`src/rtl/robot_sensor_responder_pkg.sv`:
```
// Constants shared by world and robot: map size, orientations and map cell codes.
package robot_sensor_responder_pkg;

  localparam int MAP_ROWS   = 10;
  localparam int MAP_COLS   = 20;
  localparam int MAP_ADDR_W = 8;

  typedef enum logic [2:0] {
    NORTH = 3'd0,
    SOUTH = 3'd1,
    EAST  = 3'd2,
    WEST  = 3'd3
  } orient_e;

  typedef enum logic [1:0] {
    FREE     = 2'd0,
    WALL     = 2'd1,
    TRASH    = 2'd2,
    RESERVED = 2'd3
  } cell_e;

endpackage

```
`src/rtl/robot_neighbour_calc.sv`:
```
// Combinational map of (row, col, orientation) to the ROM addresses of the cells
// ahead and to the left, flagging neighbours outside the map and illegal positions.
module robot_neighbour_calc
  import robot_sensor_responder_pkg::*;
#(
  parameter int ROWS   = MAP_ROWS,
  parameter int COLS   = MAP_COLS,
  parameter int ADDR_W = MAP_ADDR_W
) (
  input  logic [5:0]        row,
  input  logic [5:0]        col,
  input  logic [2:0]        orient,
  output logic [ADDR_W-1:0] ahead_addr,
  output logic              ahead_out,
  output logic [ADDR_W-1:0] left_addr,
  output logic              left_out,
  output logic              illegal
);

  typedef logic signed [6:0] coord_t;

  localparam coord_t ONE     = 7'sd1;
  localparam coord_t ROW_MAX = coord_t'(ROWS);
  localparam coord_t COL_MAX = coord_t'(COLS);

  function automatic logic off_map(input coord_t r, input coord_t c);
    return (r < ONE) || (r > ROW_MAX) || (c < ONE) || (c > COL_MAX);
  endfunction

  function automatic logic [ADDR_W-1:0] cell_addr(input coord_t r, input coord_t c);
    int a;
    a = (int'(r) - 1) * COLS + (int'(c) - 1);
    return a[ADDR_W-1:0];
  endfunction

  coord_t r, c, ar, ac, lr, lc;

  // NOTE: every variable is given a value before the case, so no path leaves one unassigned and no latch is inferred.
  always_comb begin
    r  = signed'({1'b0, row});
    c  = signed'({1'b0, col});
    ar = r;
    ac = c;
    lr = r;
    lc = c;
    case (orient)
      NORTH:   begin ar = r - ONE; lc = c - ONE; end
      SOUTH:   begin ar = r + ONE; lc = c + ONE; end
      EAST:    begin ac = c + ONE; lr = r - ONE; end
      WEST:    begin ac = c - ONE; lr = r + ONE; end
      default: ;
    endcase
    // An illegal request forces both neighbours blocked, which also hides any wrapped arithmetic.
    illegal    = off_map(r, c) || (orient > 3'd3);
    ahead_out  = illegal || off_map(ar, ac);
    left_out   = illegal || off_map(lr, lc);
    ahead_addr = ahead_out ? '0 : cell_addr(ar, ac);
    left_addr  = left_out  ? '0 : cell_addr(lr, lc);
  end

endmodule

```
`src/rtl/robot_sensor_responder.sv`:
```
// World-side sensor responder: latches the robot pose on req, reads the cells ahead
// and to the left from the sync map ROM, and returns blocked/trash bits with a valid strobe.
module robot_sensor_responder
  import robot_sensor_responder_pkg::*;
#(
  parameter int ROWS   = MAP_ROWS,
  parameter int COLS   = MAP_COLS,
  parameter int ADDR_W = MAP_ADDR_W
) (
  input  logic              clock,
  input  logic              reset,
  input  logic              req,
  input  logic [5:0]        robot_row,
  input  logic [5:0]        robot_column,
  input  logic [2:0]        robot_orientation,
  output logic [ADDR_W-1:0] map_addr,
  input  logic [1:0]        map_data,
  output logic              head,
  output logic              left,
  output logic              head_trash,
  output logic              busy,
  output logic              valid,
  output logic              error
);

  typedef enum logic [2:0] {
    S_IDLE,
    S_RD_HEAD,
    S_RD_LEFT,
    S_CAP_LEFT,
    S_DONE
  } state_e;

  state_e            state;
  logic [5:0]        lat_row, lat_col;
  logic [2:0]        lat_orient;
  logic [5:0]        calc_row, calc_col;
  logic [2:0]        calc_orient;
  logic [ADDR_W-1:0] ahead_addr, left_addr;
  logic              ahead_out, left_out, illegal;
  cell_e             ahead_code, left_code;

  // In IDLE the live inputs feed the calculator so the ahead address is ready at the accepting edge.
  always_comb begin
    calc_row    = lat_row;
    calc_col    = lat_col;
    calc_orient = lat_orient;
    if (state == S_IDLE) begin
      calc_row    = robot_row;
      calc_col    = robot_column;
      calc_orient = robot_orientation;
    end
  end

  robot_neighbour_calc #(
    .ROWS   (ROWS),
    .COLS   (COLS),
    .ADDR_W (ADDR_W)
  ) u_neighbour_calc (
    .row        (calc_row),
    .col        (calc_col),
    .orient     (calc_orient),
    .ahead_addr (ahead_addr),
    .ahead_out  (ahead_out),
    .left_addr  (left_addr),
    .left_out   (left_out),
    .illegal    (illegal)
  );

  // NOTE: non-blocking assignments throughout, so every register here sees pre-edge values of the others.
  always_ff @(posedge clock) begin
    if (!reset) begin
      state      <= S_IDLE;
      lat_row    <= '0;
      lat_col    <= '0;
      lat_orient <= '0;
      ahead_code <= FREE;
      left_code  <= FREE;
      map_addr   <= '0;
      head       <= 1'b0;
      left       <= 1'b0;
      head_trash <= 1'b0;
      busy       <= 1'b0;
      valid      <= 1'b0;
      error      <= 1'b0;
    end else begin
      valid <= 1'b0;
      case (state)
        S_IDLE: begin
          if (req) begin
            lat_row    <= robot_row;
            lat_col    <= robot_column;
            lat_orient <= robot_orientation;
            map_addr   <= ahead_addr;
            busy       <= 1'b1;
            state      <= S_RD_HEAD;
          end
        end
        S_RD_HEAD: begin
          map_addr <= left_addr;
          state    <= S_RD_LEFT;
        end
        S_RD_LEFT: begin
          ahead_code <= cell_e'(map_data);
          map_addr   <= '0;
          state      <= S_CAP_LEFT;
        end
        S_CAP_LEFT: begin
          left_code <= cell_e'(map_data);
          state     <= S_DONE;
        end
        S_DONE: begin
          head       <= ahead_out || (ahead_code != FREE);
          left       <= left_out || (left_code != FREE);
          head_trash <= !ahead_out && (ahead_code == TRASH);
          error      <= illegal;
          valid      <= 1'b1;
          busy       <= 1'b0;
          state      <= S_IDLE;
        end
        default: state <= S_IDLE;
      endcase
    end
  end

endmodule

```
`config.mk`:
```
export PLATFORM = sky130hd
export DESIGN_NAME = robot_sensor_responder
export DESIGN_NICKNAME = d
export VERILOG_FILES = /design/src/rtl/robot_sensor_responder_pkg.sv /design/src/rtl/robot_neighbour_calc.sv /design/src/rtl/robot_sensor_responder.sv
export SDC_FILE = /design/constraint.sdc
export NUM_CORES = 1
export LEC_CHECK = 0
export CAP_MARGIN = 20
export CORE_UTILIZATION = 60
export CTS_CLUSTER_DIAMETER = 150
export DETAILED_ROUTE_END_ITERATION = 6
export HOLD_SLACK_MARGIN = 0.06
export PLACE_DENSITY = 0.81
export SETUP_SLACK_MARGIN = 0.02
export SLEW_MARGIN = 15
export SYNTH_ARGS = -nofsm -noshare
export SYNTH_HDL_FRONTEND = slang
export SYNTH_SLANG_ARGS = --single-unit
export TNS_END_PERCENT = 10
```
`constraint.sdc`:
```
create_clock -name clock -period 6.55 [get_ports clock]
set_clock_uncertainty 0.1 [all_clocks]
set_input_delay 0.655 -clock clock [delete_from_list [all_inputs] [get_ports clock]]
set_output_delay 0.655 -clock clock [all_outputs]
set_load 0.01 [all_outputs]
```
==> impl_metrics.env <==
export IMPL_post_drt_via_cell_ratio=6.41
export IMPL_syn_avg_cell_area_sq_um=7.62
export IMPL_relSlewSlack=0.483
export IMPL_tritoncts="yes"
export IMPL_hold_violations_final=0
export IMPL_drt_first_pass_iters=5
export IMPL_multi_input_comb_area_sq_um=3460
export IMPL_post_route_drc_count=0
export IMPL_synth_seq_area_share=0.159
export IMPL_final_net_count=675
export IMPL_fp_dieArea_sq_um=7910
export IMPL_sum_of_negative_setup_slack_ns=0
export IMPL_synthCells=595
export IMPL_cp_common_cell="sky130_fd_sc_hd__ha_1"
export IMPL_synth_warnings=0
export IMPL_core_sq_um=7290
export IMPL_cellPowerDensity_nw_per_um2=419
export IMPL_actual_slew_at_the_worst_max_slew_pin_ns=0.771
export IMPL_cts_inserted_buffers=5
export IMPL_grt_usage=0.349
export IMPL_cts_htree_levels=2
export IMPL_ioPinCount=34
export IMPL_grt_setup_unrepaired="false"
export IMPL_critPathArrivalTime_ns=6.07
export IMPL_number_of_nets_produced_by_synthesis=659
export IMPL_cp_end_kind="flop"
export IMPL_post_cts_setup_buffers=0
export IMPL_timing_setup_critical_path_class="reg2reg"
export IMPL_critPathTopFamily="adder cells"
export IMPL_worst_ir_drop_vdd_v=0.000306
export IMPL_yosys_register_bits=36
export IMPL_max_cap_viol_count=0
export IMPL_yosysTopAreaCell="sky130_fd_sc_hd__dfxtp_1"
export IMPL_cp_slowest_cell="sky130_fd_sc_hd__fa_1"
export IMPL_drt_total_wl_mm=13.1
export IMPL_dpl_hpwl_mm=10.0
export IMPL_maximum_number_of_pins_on_one_net_before_global_route_repair=27
export IMPL_synthArstFlopShare=0
export IMPL_outcome="completed"
export IMPL_synthesis_area_sq_um=4540
export IMPL_achievable_frequency_mhz=167
export IMPL_hp_class="reg2reg"
export IMPL_wire_per_inst_um=18.5
export IMPL_cts_sinks=36
export IMPL_die_h_um=89.0
export IMPL_antenna_violations_before_repair=0
export IMPL_netlist_area_leader_share=0.159
export IMPL_rows=31
export IMPL_layout_area_seq_sq_um=721
export IMPL_layout_drive_gt1_share=0.0801
export IMPL_fin_crit_ns=5.99
export IMPL_synth_area_leaders="sky130_fd_sc_hd__dfxtp_1 16%, sky130_fd_sc_hd__ha_1 11%, sky130_fd_sc_hd__a21oi_1 6.6%, sky130_fd_sc_hd__mux2i_1 5.7%, sky130_fd_sc_hd__xnor2_1 4.8%"
export IMPL_detail_route_antenna_nets=0
export IMPL_clk_insertion_delay_late_ns=0.29
export IMPL_synth_edf_count=0
export IMPL_chipWidth_um=89.0
export IMPL_cp_slowest_stage_delay_ns=0.55
export IMPL_static_leakage_power_nw=2.06
export IMPL_utilization=0.688
export IMPL_critical_path_buf_inv_count=4
export IMPL_dr_total_vias=4554
export IMPL_overflow_after_grt=0
export IMPL_cts_hold_fix_buffers=0
export IMPL_final_min_period_over_clock_period=0.914
export IMPL_clockBufferDepth=2
export IMPL_initial_utilization=0.622
export IMPL_crit_fanout=23
export IMPL_setup_reg_to_reg_worst_slack_ns=0.56
export IMPL_nFillCells=649
export IMPL_finalSetupViolCount=0
export IMPL_worst_setup_hold_path_clk_slew_ns=0.08
export IMPL_synthToLayoutAreaGrowth_pct=10.6
export IMPL_crit_path_start_kind="flop"
export IMPL_gp_congestion=0.960
export IMPL_number_of_global_route_vias_before_repair=4208
export IMPL_wire_length_of_the_first_global_routing_pass_mm=20.9
export IMPL_port_buffers=33
export IMPL_netlist_cell_type_count=77
export IMPL_required_ns=6.63
export IMPL_antenna_cells=0
export IMPL_drv_slew=0
export IMPL_crit_path_cell_trace="nor3_4 -> buf_4 -> buf_4 -> mux2i_1 -> xnor2_1 -> ha_1 -> nand3_1 -> xor2_1 -> ha_1 -> fa_1 -> inv_1 -> ha_1 -> inv_1 -> ha_1 -> or2_2 -> a21o_1 -> a22o_1 -> a22o_1 -> and4_1 -> o2111ai_1 -> o211ai_1"
export IMPL_cts_repair_resized=0
export IMPL_root_buffer="sky130_fd_sc_hd__clkbuf_8"
export IMPL_drt_initial_drc_count=261
export IMPL_most_used_flip_flop_cell_after_synthesis="sky130_fd_sc_hd__dfxtp_1"
synth_stat cells, types with 7 or more instances:
master,number
sky130_fd_sc_hd__nand3_1,29
sky130_fd_sc_hd__mux2i_1,26
sky130_fd_sc_hd__a211oi_1,8
sky130_fd_sc_hd__nand2_1,53
sky130_fd_sc_hd__xnor2_1,25
sky130_fd_sc_hd__or3_1,8
sky130_fd_sc_hd__a21o_1,11
sky130_fd_sc_hd__nand2b_1,7
sky130_fd_sc_hd__a21oi_1,60
sky130_fd_sc_hd__xor2_1,11
sky130_fd_sc_hd__ha_1,40
sky130_fd_sc_hd__nand4_1,17
sky130_fd_sc_hd__nor2_1,32
sky130_fd_sc_hd__o211ai_1,7
sky130_fd_sc_hd__buf_2,8
sky130_fd_sc_hd__inv_1,47
sky130_fd_sc_hd__nor3_1,9
sky130_fd_sc_hd__dfxtp_1,36
sky130_fd_sc_hd__clkbuf_1,19
sky130_fd_sc_hd__and2_1,11
sky130_fd_sc_hd__o21ai_0,21
path summary, 6_finish.rpt:
kind / end / start / depth (start not counted)
setup / recovery: map_addr[7] / state[0] / 21
hold / removal: head_trash / head_trash / 2
setup reg to reg: map_addr[7] / state[0] / 21
hold reg to reg: head_trash / head_trash / 2
logic make-up (layout without fill, tap and decap cells):
group,after synthesis,count (layout),synth area share
AO/OA/AOI/OAI,149,149,0.224
XOR/XNOR,38,38,0.0767
adder cells (fa/ha/maj),44,44,0.128
buffers and inverters,82,99,0.0783
flip-flops,36,36,0.159
multiplexers,32,32,0.0728
AND/OR/NAND/NOR,214,214,0.261
flip-flops by register name, summed over array words and instances, names as in the netlist:
register    count
left            1
left_code       2
map_addr        8
lat_col         6
head_trash      1
head            1
ahead_code      2
lat_orient      3
error           1
lat_row         6
busy            1
valid           1
state           3
routing by layer:
layer	GRT usage	part of all wire	vias to the layer above
met4	0.152	0.038	0
met1	0.437	0.42	2151
met3	0.0563	0.074	42
li1	-	-	2179
met5	0	0	-
met2	0.596	0.47	182
cell type report:
cell class / instances / area share
Sequential cell: 36 / 0.144
Inverter: 48 / 0.0359
Clock inverter: 1 / 0.00599
Tap cell: 99 / 0.0247
Multi-Input combinational cell: 477 / 0.690
Timing Repair Buffer: 43 / 0.0808
Clock buffer: 7 / 0.0192
stage by stage:
| stage | hold WS, ns | setup WS [ns] | total power [mW] | cells | area (sq um) |
|---|---|---|---|---|---|
| final | 0.376 | 0.562 | 2.10 | 711 | 5020 |
| after global routing | 0.411 | 0.188 | 2.33 | 711 | 5020 |
| after CTS | 0.377 | 0.623 | 2.10 | 711 | 5020 |
| after detailed placement | 0.367 | 0.433 | 1.85 | 703 | 4890 |
| after global placement | 0.343 | 0.618 | 1.81 | 703 | 4890 |
| after floorplan | 0.337 | 0.806 | 1.55 | 595 | 4540 |
worst reg2reg max path, delay by kind of cell, from the launching register on:
| kind | cells | cell delay [ns] |
|---|---|---|
| flops | 1 | 0.48 |
| fa+ha+maj | 5 | 1.71 |
| xor+xnor | 2 | 0.52 |
| mux | 1 | 0.39 |
| simple gates | 4 | 1.00 |
| compound gates | 5 | 0.92 |
| buf+inv | 4 | 0.76 |
report_power, final:
part | internal (mW) | switching (mW) | total [mW]
sequential | 0.236 | 0.0260 | 0.262
combinational | 0.741 | 0.875 | 1.62
clock | 0.134 | 0.0877 | 0.222
cell usage in the layout, fill, tap and decap left out, types with 3 or more instances in the layout:
cell type                         netlist  routed
sky130_fd_sc_hd__nand2_1               53      53
sky130_fd_sc_hd__clkdlybuf4s50_1        0      33
sky130_fd_sc_hd__or4_1                  4       4
sky130_fd_sc_hd__a211oi_1               8       8
sky130_fd_sc_hd__nand4_1               17      17
sky130_fd_sc_hd__and2_1                11      11
sky130_fd_sc_hd__ha_1                  40      40
sky130_fd_sc_hd__xor2_1                11      11
sky130_fd_sc_hd__clkbuf_8               0       7
sky130_fd_sc_hd__o31a_1                 5       5
sky130_fd_sc_hd__a21o_1                11      11
sky130_fd_sc_hd__o2111a_1               3       3
sky130_fd_sc_hd__o21ai_0               21      21
sky130_fd_sc_hd__o31ai_1                4       4
sky130_fd_sc_hd__nand2b_1               7       7
sky130_fd_sc_hd__mux2i_1               26      26
sky130_fd_sc_hd__dfxtp_1               36      36
sky130_fd_sc_hd__fa_1                   4       4
sky130_fd_sc_hd__mux2_2                 5       5
sky130_fd_sc_hd__o21ai_1                3       3
sky130_fd_sc_hd__nor4_1                 6       6
sky130_fd_sc_hd__nand3_1               29      29
sky130_fd_sc_hd__and3_1                 6       6
sky130_fd_sc_hd__a21oi_1               60      60
sky130_fd_sc_hd__or3_1                  8       8
sky130_fd_sc_hd__nor3_1                 9       9
sky130_fd_sc_hd__xnor2_1               25      25
sky130_fd_sc_hd__o21bai_1               3       3
sky130_fd_sc_hd__inv_1                 47      47
sky130_fd_sc_hd__or2_2                  3       3
sky130_fd_sc_hd__buf_4                  2      10
sky130_fd_sc_hd__nor2b_1                3       3
sky130_fd_sc_hd__o211ai_1               7       7
sky130_fd_sc_hd__nor3b_1                3       3
sky130_fd_sc_hd__nor2_1                32      32
Note: power is estimated with default switching activity, not from simulation.
